===== src/rtl/menu_state_fsm.sv =====
// menu_state_fsm: menu/countdown/play sequencer with button edge detection and a timed 3-2-1-0 countdown
module menu_state_fsm #(
  parameter int COUNT_TICKS = 25_000_000
) (
  input  logic       pixel_clk,
  input  logic       reset,
  input  logic       btn_mode,
  input  logic       btn_start,
  input  logic       game_over,
  output logic       menu_active,
  output logic       countdown_active,
  output logic [7:0] countdown_value,
  output logic       game_mode_1p,
  output logic       game_active,
  output logic       game_start_pulse
);
  localparam int CW = $clog2(COUNT_TICKS);
  typedef enum logic [1:0] {MENU, COUNTDOWN, PLAY} state_t;
  state_t state, state_n;
  logic [1:0] s1, s2, s3, rise;
  logic [CW-1:0] cnt, cnt_n;
  logic [7:0] value_n;
  logic mode_n, pulse_n, wrap;
  assign rise = s2 & ~s3;
  assign wrap = cnt == CW'(COUNT_TICKS - 1);
  always_ff @(posedge pixel_clk)
    if (reset) begin
      s1 <= '1;
      s2 <= '1;
      s3 <= '1;
      state <= MENU;
      cnt <= '0;
      countdown_value <= 8'd3;
      game_mode_1p <= 1'b1;
      game_start_pulse <= 1'b0;
      menu_active <= 1'b1;
      countdown_active <= 1'b0;
      game_active <= 1'b0;
    end else begin
      s1 <= {btn_start, btn_mode};
      s2 <= s1;
      s3 <= s2;
      state <= state_n;
      cnt <= cnt_n;
      countdown_value <= value_n;
      game_mode_1p <= mode_n;
      game_start_pulse <= pulse_n;
      menu_active <= state_n == MENU;
      countdown_active <= state_n == COUNTDOWN;
      game_active <= state_n == PLAY;
    end
  always_comb begin
    state_n = state;
    cnt_n = '0;
    value_n = countdown_value;
    mode_n = game_mode_1p;
    pulse_n = 1'b0;
    case (state)
      MENU: begin
        if (rise[1]) begin
          state_n = COUNTDOWN;
          value_n = 8'd3;
        end else if (rise[0]) mode_n = ~game_mode_1p;
      end
      COUNTDOWN: begin
        cnt_n = wrap ? '0 : cnt + 1'b1;
        if (wrap && countdown_value == 8'd0) begin
          state_n = PLAY;
          value_n = 8'd3;
          pulse_n = 1'b1;
        end else if (wrap) value_n = countdown_value - 8'd1;
      end
      PLAY: state_n = game_over ? MENU : PLAY;
      default: state_n = MENU;
    endcase
  end
endmodule

===== config.mk =====
export PLATFORM = sky130hd
export DESIGN_NAME = menu_state_fsm
export DESIGN_NICKNAME = d
export VERILOG_FILES = /design/src/rtl/menu_state_fsm.sv
export SDC_FILE = /design/constraint.sdc
export NUM_CORES = 1
export LEC_CHECK = 0
export CAP_MARGIN = 20
export CORE_MARGIN = 4
export CORE_UTILIZATION = 30
export CTS_CLUSTER_DIAMETER = 30
export DETAILED_ROUTE_END_ITERATION = 7
export MAX_ROUTING_LAYER = met4
export PLACE_DENSITY_LB_ADDON = 0.1
export SLEW_MARGIN = 20
export SYNTH_ARGS = -nofsm -noshare
export SYNTH_HDL_FRONTEND = slang
export SYNTH_SLANG_ARGS = --single-unit

===== constraint.sdc =====
create_clock -name pixel_clk -period 5.7 [get_ports pixel_clk]
set_input_delay 1.14 -clock pixel_clk [delete_from_list [all_inputs] [get_ports pixel_clk]]
set_output_delay 1.14 -clock pixel_clk [all_outputs]
set_load 0.02 [all_outputs]

**Word-level counts from Yosys, hierarchy flattened**

Index checks and enable logic that the tools add are counted.

- Flip-flop bits (word level): 46
- Word-level logic and storage cells: 43

- Add/subtract/negate cells: 2
- Eq/ne operators: 7
- Mux-type cells: 9
- Bitwise logic cells: 5
- Reductions and logical operators: 9

Operator list:

| cell | count |
|---|---|
| 25-bit by 1-bit adder with 25-bit output (second input constant) | 1 |
| 25-bit == test (second input constant) | 1 |
| 8-bit two-way mux | 3 |
| 8-bit case mux with 2 select lines | 1 |
| 8-bit logical NOT | 1 |
| 8-bit by 1-bit subtractor with 8-bit output (second input constant) | 1 |
| 2-bit two-way mux | 3 |
| 2-bit case mux with 3 select lines | 1 |
| 3-bit AND reduction | 2 |
| 2-bit by 1-bit == test with 1-bit output (second input constant) | 2 |
| 2-bit == test (second input constant) | 2 |
| 2-bit logical NOT | 2 |
| 3-bit != test (second input constant) | 1 |
| 1-bit NOT | 3 |
| 3-bit OR reduction | 1 |
| 2-bit AND | 1 |
| 2-bit != test (second input constant) | 1 |
| 2-bit NOT | 1 |
| 2-bit nonzero test | 1 |
| 2-bit OR reduction | 1 |
| 1-bit logical AND | 1 |
| 1-bit two-way mux | 1 |

**Logic depth before layout (Yosys ltp)**

Gate-level depths: netlist of run 1.

- Word-level depth: 5
- Depth in mapped cells: 7
- Gate-level depth less buffers: 6

**Worst setup path before layout of run 1**

No wires, ideal clock.

- Path kind: input to register
- Start: input port reset
- End: register cnt[10]
- Setup time: 0.065 ns
- Arrival: 1.854 ns
- Data required time: 5.635 ns
- Path slack: 3.781 ns
- Cell stages on the path: 4
- Path buffers: 1
- Cells stage by stage: nor3_1 > nand2_1 > clkbuf_1 > nor2_1

- Cells in the longest elaborated chain, start to end: 1

Ends and longest elaborated chain:

| element | RTL line | text |
|---|---|---|
| start, declared | 6 | `input logic reset,` |
| 3-bit OR reduction (no line) | - |  |
| end signal, assigned | 44 | `cnt <= cnt_n;` |
| end, declared | 21 | `logic [CW-1:0] cnt, cnt_n;` |

No other way between the ends.
A chain may end at the register's enable or synchronous reset.

**Worst setup path in the final report of run 1**

Same ends and word-level chain as after synthesis.

==> flow_summary.json, run 1 <==
{
  "status": "complete, no violations",
  "maxSlewHeadroom": 0.438,
  "avgRoutedWirePerCell_um": 12.7,
  "place_ws_ns": 2.73,
  "p_comb_frac": 0.030,
  "core_mm2": 0.00646,
  "min_path_type": "register to register",
  "yosysWarnings": 0,
  "worstSetupPathType": "primary input to register",
  "fin_tns_setup_ns": 0,
  "rows": 29,
  "pin_count": 18,
  "die_x_um": 90.1,
  "critical_path_peak_fanout": 24,
  "cts_tree": "done",
  "finalHoldViolCount": 0,
  "async_reset_ff_frac": 0,
  "finalCritPeriodShare": 0.460,
  "cts-resized-gates": 0,
  "cts_root_buf": "clkbuf_8",
  "cp.required_ns": 5.91,
  "cts_hold_buffers": 0,
  "endpoint_kind": "register",
  "cts-buffers-inserted": 5,
  "worst_slew_pin_slew_ns": 0.841,
  "finClkSkew_ns": 0.0103,
  "fp.dieArea_mm2": 0.00812,
  "cellPowerDensity_mw_per_mm2": 248,
  "post-route-min-period_ns": 2.62,
  "finalNetCount": 246,
  "seq_power_share": 0.554,
  "wirelength_mm": 3.99,
  "syn_avg_cell_area_um2": 9.19,
  "io_buffers": 17,
  "switching_share": 0.197,
  "drt_iter0_drc": 40,
  "antenna_cells": 0,
  "grt_pass1_wl_mm": 7.09,
  "drc": 0,
  "antenna_found_initial": 0,
  "grt.overflow.total": 0,
  "syn_to_final_growth_pct": 17.5,
  "p_leak_uw": 0.000787,
  "synth_cell_types": 40,
  "yosysSeqAreaShare": 0.455,
  "syn-cell-area_mm2": 0.00202,
  "die_h_um": 90.1,
  "place_area_mm2": 0.00226,
  "cts.reportedPaths.clkPinSlew_ns": 0.08,
  "drv_cap": 0,
  "initial_core_util": 0.313,
  "clkLatencyLatePin_ns": 0.29,
  "ys_ff_latch": 46,
  "grt_usage": 0.107,
  "cp-start-kind": "primary input",
  "setup_viol": 0,
  "h-tree-depth": 2,
  "clock_path_buffers": 2,
  "max_freq_mhz": 381,
  "rsz0062_at_grt": "false",
  "synth_most_common_cell": "dfxtp_1",
  "viasPerCell": 4.79,
  "cp_data_arrival_time_ns": 2.83,
  "synth_nets": 228,
  "maxSlewViolCount": 0,
  "place_hpwl_mm": 2.80,
  "final_antenna_net_count": 0,
  "dr.pass1.iters": 4,
  "synth_ff_type": "dfxtp_1",
  "p_int_uw": 473,
  "yosys-top-cells-area": "dfxtp_1, xnor2_1, nor2_1",
  "cts.sinks": 46,
  "setup_slack_ns": 3.08,
  "yosys-top-cells-count": "dfxtp_1, nor2_1, xnor2_1",
  "place_congestion": 0.734,
  "grt_pass1_vias": 1441,
  "final_layout_size_suffix_gt1_frac": 0.113,
  "grt_max_degree": 25,
  "cts_setup_buffers": 0,
  "synth-edff-count": 0,
  "clkPwrFrac": 0.416,
  "num_vias": 1510,
  "synth_top_area_cell": "dfxtp_1",
  "design_area_mm2": 0.00238,
  "syn-instance-count": 220,
  "peakVddDrop_uv": 94.0,
  "power.switching_uw": 116,
  "yosysTopAreaCellShare": 0.455
}
-- flip-flops by register name, summed over array words and instances (netlist names) --
register	cells
cnt	25
countdown_active	1
countdown_value	8
game_active	1
game_mode_1p	1
game_start_pulse	1
menu_active	1
s1	2
s2	2
s3	2
state	2
-- per-stage QoR --
| stage | hold slack [ns] | std cells | power (uW) | utilization |
|---|---|---|---|---|
| 3_3_place_gp | 0.392 | 308 | 352 | 0.350 |
| 5_1_grt | 0.441 | 315 | 622 | 0.368 |
| 4_1_cts | 0.414 | 315 | 603 | 0.368 |
| 6_report | 0.411 | 315 | 589 | 0.368 |
| 3_5_place_dp | 0.393 | 308 | 352 | 0.350 |
| 2_1_floorplan | 0.389 | 220 | 344 | - |
-- cell families (layout without fill, tap and decap cells) --
logic type / after synthesis / in the layout / synth area share
compound gates: 21 / 21 / 0.0798
xor+xnor: 25 / 25 / 0.108
fa+ha+maj: 3 / 3 / 0.0186
buf+inv: 16 / 34 / 0.0309
flops: 46 / 46 / 0.455
simple gates: 109 / 109 / 0.307
-- final cells by class --
| cell class | count | area, um2 |
|---|---|---|
| sequential | 46 | 921 |
| clock buffer | 6 | 82.6 |
| timing repair buffer | 17 | 170 |
| clock inverter | 1 | 30.0 |
| inverter | 10 | 37.5 |
| tap | 77 | 96.3 |
| fill | 690 | 4080 |
| multi-input combinational | 158 | 1040 |
-- final timing paths --
path | startpoint | to | slack (ns) | depth (start not counted)
setup / recovery | reset | cnt[10] | 3.08 | 4
hold / removal | s1[1] | s2[1] | 0.41 | 1
setup reg to reg | cnt[0] | countdown_value[3] | 3.37 | 6
hold reg to reg | s1[1] | s2[1] | 0.41 | 1
-- routing by layer --
layer / vias up / share of wire / track usage
li1: 803 / - / -
met3: 5 / 0.027 / 0.0259
met2: 12 / 0.42 / 0.156
met4: 0 / 0.014 / 0.0383
met5: - / 0 / -
met1: 690 / 0.53 / 0.145
-- critical path, stage by stage --
cell and delay, ns:
clkdlybuf4s50_1 0.52, nor3_1 0.32, nand2_1 0.58, nor2_1 0.26
-- power groups by stage --
stage | Combinational [uW] | Clock (uW) | Sequential (uW)
floorplan | 9.14 | 0 | 335
global placement | 18.4 | 0 | 334
detailed placement | 18.4 | 0 | 334
CTS | 18.4 | 258 | 326
global route | 20.3 | 275 | 327
finish | 18.0 | 245 | 326
-- cell usage in the layout, fill, tap and decap left out, types with 2 or more instances in the layout --
cell             synthesis  layout
and2_1                   3       3
nor2_1                  34      34
dfxtp_1                 46      46
o21ai_0                  2       2
or3_2                    2       2
or4_1                    3       3
nand4_2                  2       2
clkdlybuf4s50_1          0      17
nand2_1                 12      12
o31ai_1                  4       4
clkbuf_8                 0       6
nand4_1                  3       3
and3_1                   4       4
nor4b_1                  3       3
nor4_1                   9       9
a21oi_1                  7       7
and3_2                   2       2
inv_1                   10      10
o21a_1                   2       2
or2_2                    6       6
nand3_1                 10      10
ha_1                     3       3
xnor2_1                 19      19
nor3_1                   5       5
xor2_1                   6       6
and4_1                   3       3
Power figures use the tool's default switching activity.
==> run 2, diff against run 1 <==
==> constraint.sdc (replaced) <==
create_clock -name pixel_clk -period 2.25 [get_ports pixel_clk]
set_input_delay 0.45 -clock pixel_clk [delete_from_list [all_inputs] [get_ports pixel_clk]]
set_output_delay 0.45 -clock pixel_clk [all_outputs]
set_load 0.02 [all_outputs]
==> run 2 against run 1 <==
- sequential power rose to 2.5 times the previous value
- hold slack better by 0.0045 ns
- first-iteration DRC count increased by 18%
- sequential share of layout area decreased by 0.72 points
- combinational power increased to 2.7 times the previous value
- wire length increased by 1.4%
- critical path type is now register to register
==> flow_summary.json, run 2 (synthesis gave the netlist of run 1 again) <==
{
  "clock_path_buffers": 2,
  "cts-buffers-inserted": 5,
  "viasPerCell": 4.89,
  "reg.largest.list": "cnt: 25 flops, countdown_value: 8 flops",
  "grt_pass1_wl_mm": 7.41,
  "antenna_cells": 0,
  "worstSetupPathType": "register to register",
  "drt_iter0_drc": 47,
  "fp.dieArea_mm2": 0.00812,
  "cts.sinks": 46,
  "final_cell_count_no_fill": 323,
  "cts_tree": "done",
  "syn_to_final_growth_pct": 19.7,
  "largest_register_ffs": 25,
  "post-route-min-period_ns": 2.00,
  "layout_commonest_cell": "dfxtp_1",
  "holdWs_ns": 0.415,
  "num_vias": 1580,
  "fillers": 675,
  "use_met1": 0.147,
  "wirelength_mm": 4.04,
  "finalCritPeriodShare": 0.887,
  "cp.required_ns": 2.49,
  "maxSlewViolCount": 0,
  "critical_path_peak_fanout": 8,
  "cp-start-kind": "register",
  "cellPowerDensity_mw_per_mm2": 580,
  "antenna_found_initial": 0,
  "worst_slew_pin_slew_ns": 0.558,
  "grt.overflow.total": 0,
  "drc": 0,
  "max_freq_mhz": 501,
  "p_leak_uw": 0.000810,
  "finalNetCount": 253,
  "final_layout_size_suffix_gt1_frac": 0.142,
  "status": "complete, no violations",
  "grt_usage": 0.112,
  "avgRoutedWirePerCell_um": 12.5,
  "grt_util_met2": 0.169,
  "busiest_layer": "met2",
  "die_x_um": 90.1,
  "io_buffers": 17,
  "fin_util": 0.375,
  "layout_common_cells": "dfxtp_1, nor2_1, xnor2_1",
  "rsz0062_at_grt": "false",
  "maxSlewHeadroom": 0.623,
  "cts.reportedPaths.clkPinSlew_ns": 0.10,
  "final_antenna_net_count": 0,
  "finalHoldViolCount": 0,
  "place_congestion": 0.803,
  "rows": 29,
  "placed_cells": 315,
  "drv_cap": 0,
  "die_h_um": 90.1,
  "initial_core_util": 0.313,
  "grt_max_degree": 25,
  "dr.pass1.iters": 4,
  "peakVddDrop_uv": 324,
  "finClkSkew_ns": 0.00612,
  "grt_use_met3": 0.0275,
  "cts_root_buf": "clkbuf_8",
  "core_mm2": 0.00646,
  "cp_data_arrival_time_ns": 2.24,
  "min_path_type": "register to register",
  "cts_setup_buffers": 0,
  "h-tree-depth": 2,
  "top_register": "cnt",
  "fin_tns_setup_ns": 0,
  "pin_count": 18,
  "place_hpwl_mm": 2.85,
  "clkLatencyLatePin_ns": 0.30,
  "setup_viol": 0,
  "grt_pass1_vias": 1564,
  "endpoint_kind": "register",
  "power_uw": 1410
}
run 2: path summary, 6_finish.rpt:
| check | startpoint | to | slack [ns] | cells after the start |
|---|---|---|---|---|
| hold reg to reg | s1[1] | s2[1] | 0.42 | 1 |
| hold / removal | s1[1] | s2[1] | 0.42 | 1 |
| setup / recovery | countdown_value[2] | countdown_value[0] | 0.25 | 5 |
| setup reg to reg | countdown_value[2] | countdown_value[0] | 0.25 | 5 |
run 2: final cells by class:
type,instances,area (um2),share of cell area
Multi-Input combinational cell,158,1050,0.434
Sequential cell,46,921,0.380
Timing Repair Buffer,24,223,0.0920
Tap cell,77,96.3,0.0398
Clock buffer,5,68.8,0.0284
Inverter,10,37.5,0.0155
Clock inverter,3,25.0,0.0103
run 2: report_power, final:
part	switching [uW]	internal, uW	total, uW
combinational	25.0	24.1	49.2
clock	305	225	530
sequential	4.75	822	827
run 2: repair_timing:
item / 4_1_cts / 5_1_grt
resized for setup: 0 / 1
hold buffers: 0 / 0
setup endpoints to repair: 0 / 1
run 2: critical path, cell delays in order, from the launching register on:
cell,delay (ns)
dfxtp_1,0.38
or4_4,0.61
nor4b_4,0.30
nand4_2,0.21
a22oi_4,0.29
nand2b_1,0.15
run 2: metrics by stage:
stage	instance area, um2	setup WS, ns
5_1_grt	2420	0.0622
3_3_place_gp	2320	0.226
6_report	2420	0.254
3_5_place_dp	2320	0.201
4_1_cts	2410	0.146
2_1_floorplan	2020	0.412
run 2: metal layers:
metal / part of all wire / vias up
met1: 0.54 / 743
met5: 0 / -
met2: 0.42 / 11
met4: 0.0084 / 0
li1: - / 824
met3: 0.027 / 2
==> run 3, diff against run 2 <==
--- a/config.mk
+++ b/config.mk
@@ -5,11 +5,11 @@
 export SDC_FILE = /design/constraint.sdc
 export NUM_CORES = 1
 export LEC_CHECK = 0
-export CAP_MARGIN = 20
 export CORE_MARGIN = 4
 export CORE_UTILIZATION = 30
 export CTS_CLUSTER_DIAMETER = 30
 export DETAILED_ROUTE_END_ITERATION = 7
+export HOLD_SLACK_MARGIN = 0.06
 export MAX_ROUTING_LAYER = met4
 export PLACE_DENSITY_LB_ADDON = 0.1
 export SLEW_MARGIN = 20
==> results of run 3 <==
Final layout, timing and power as in run 2 (identical DEF).
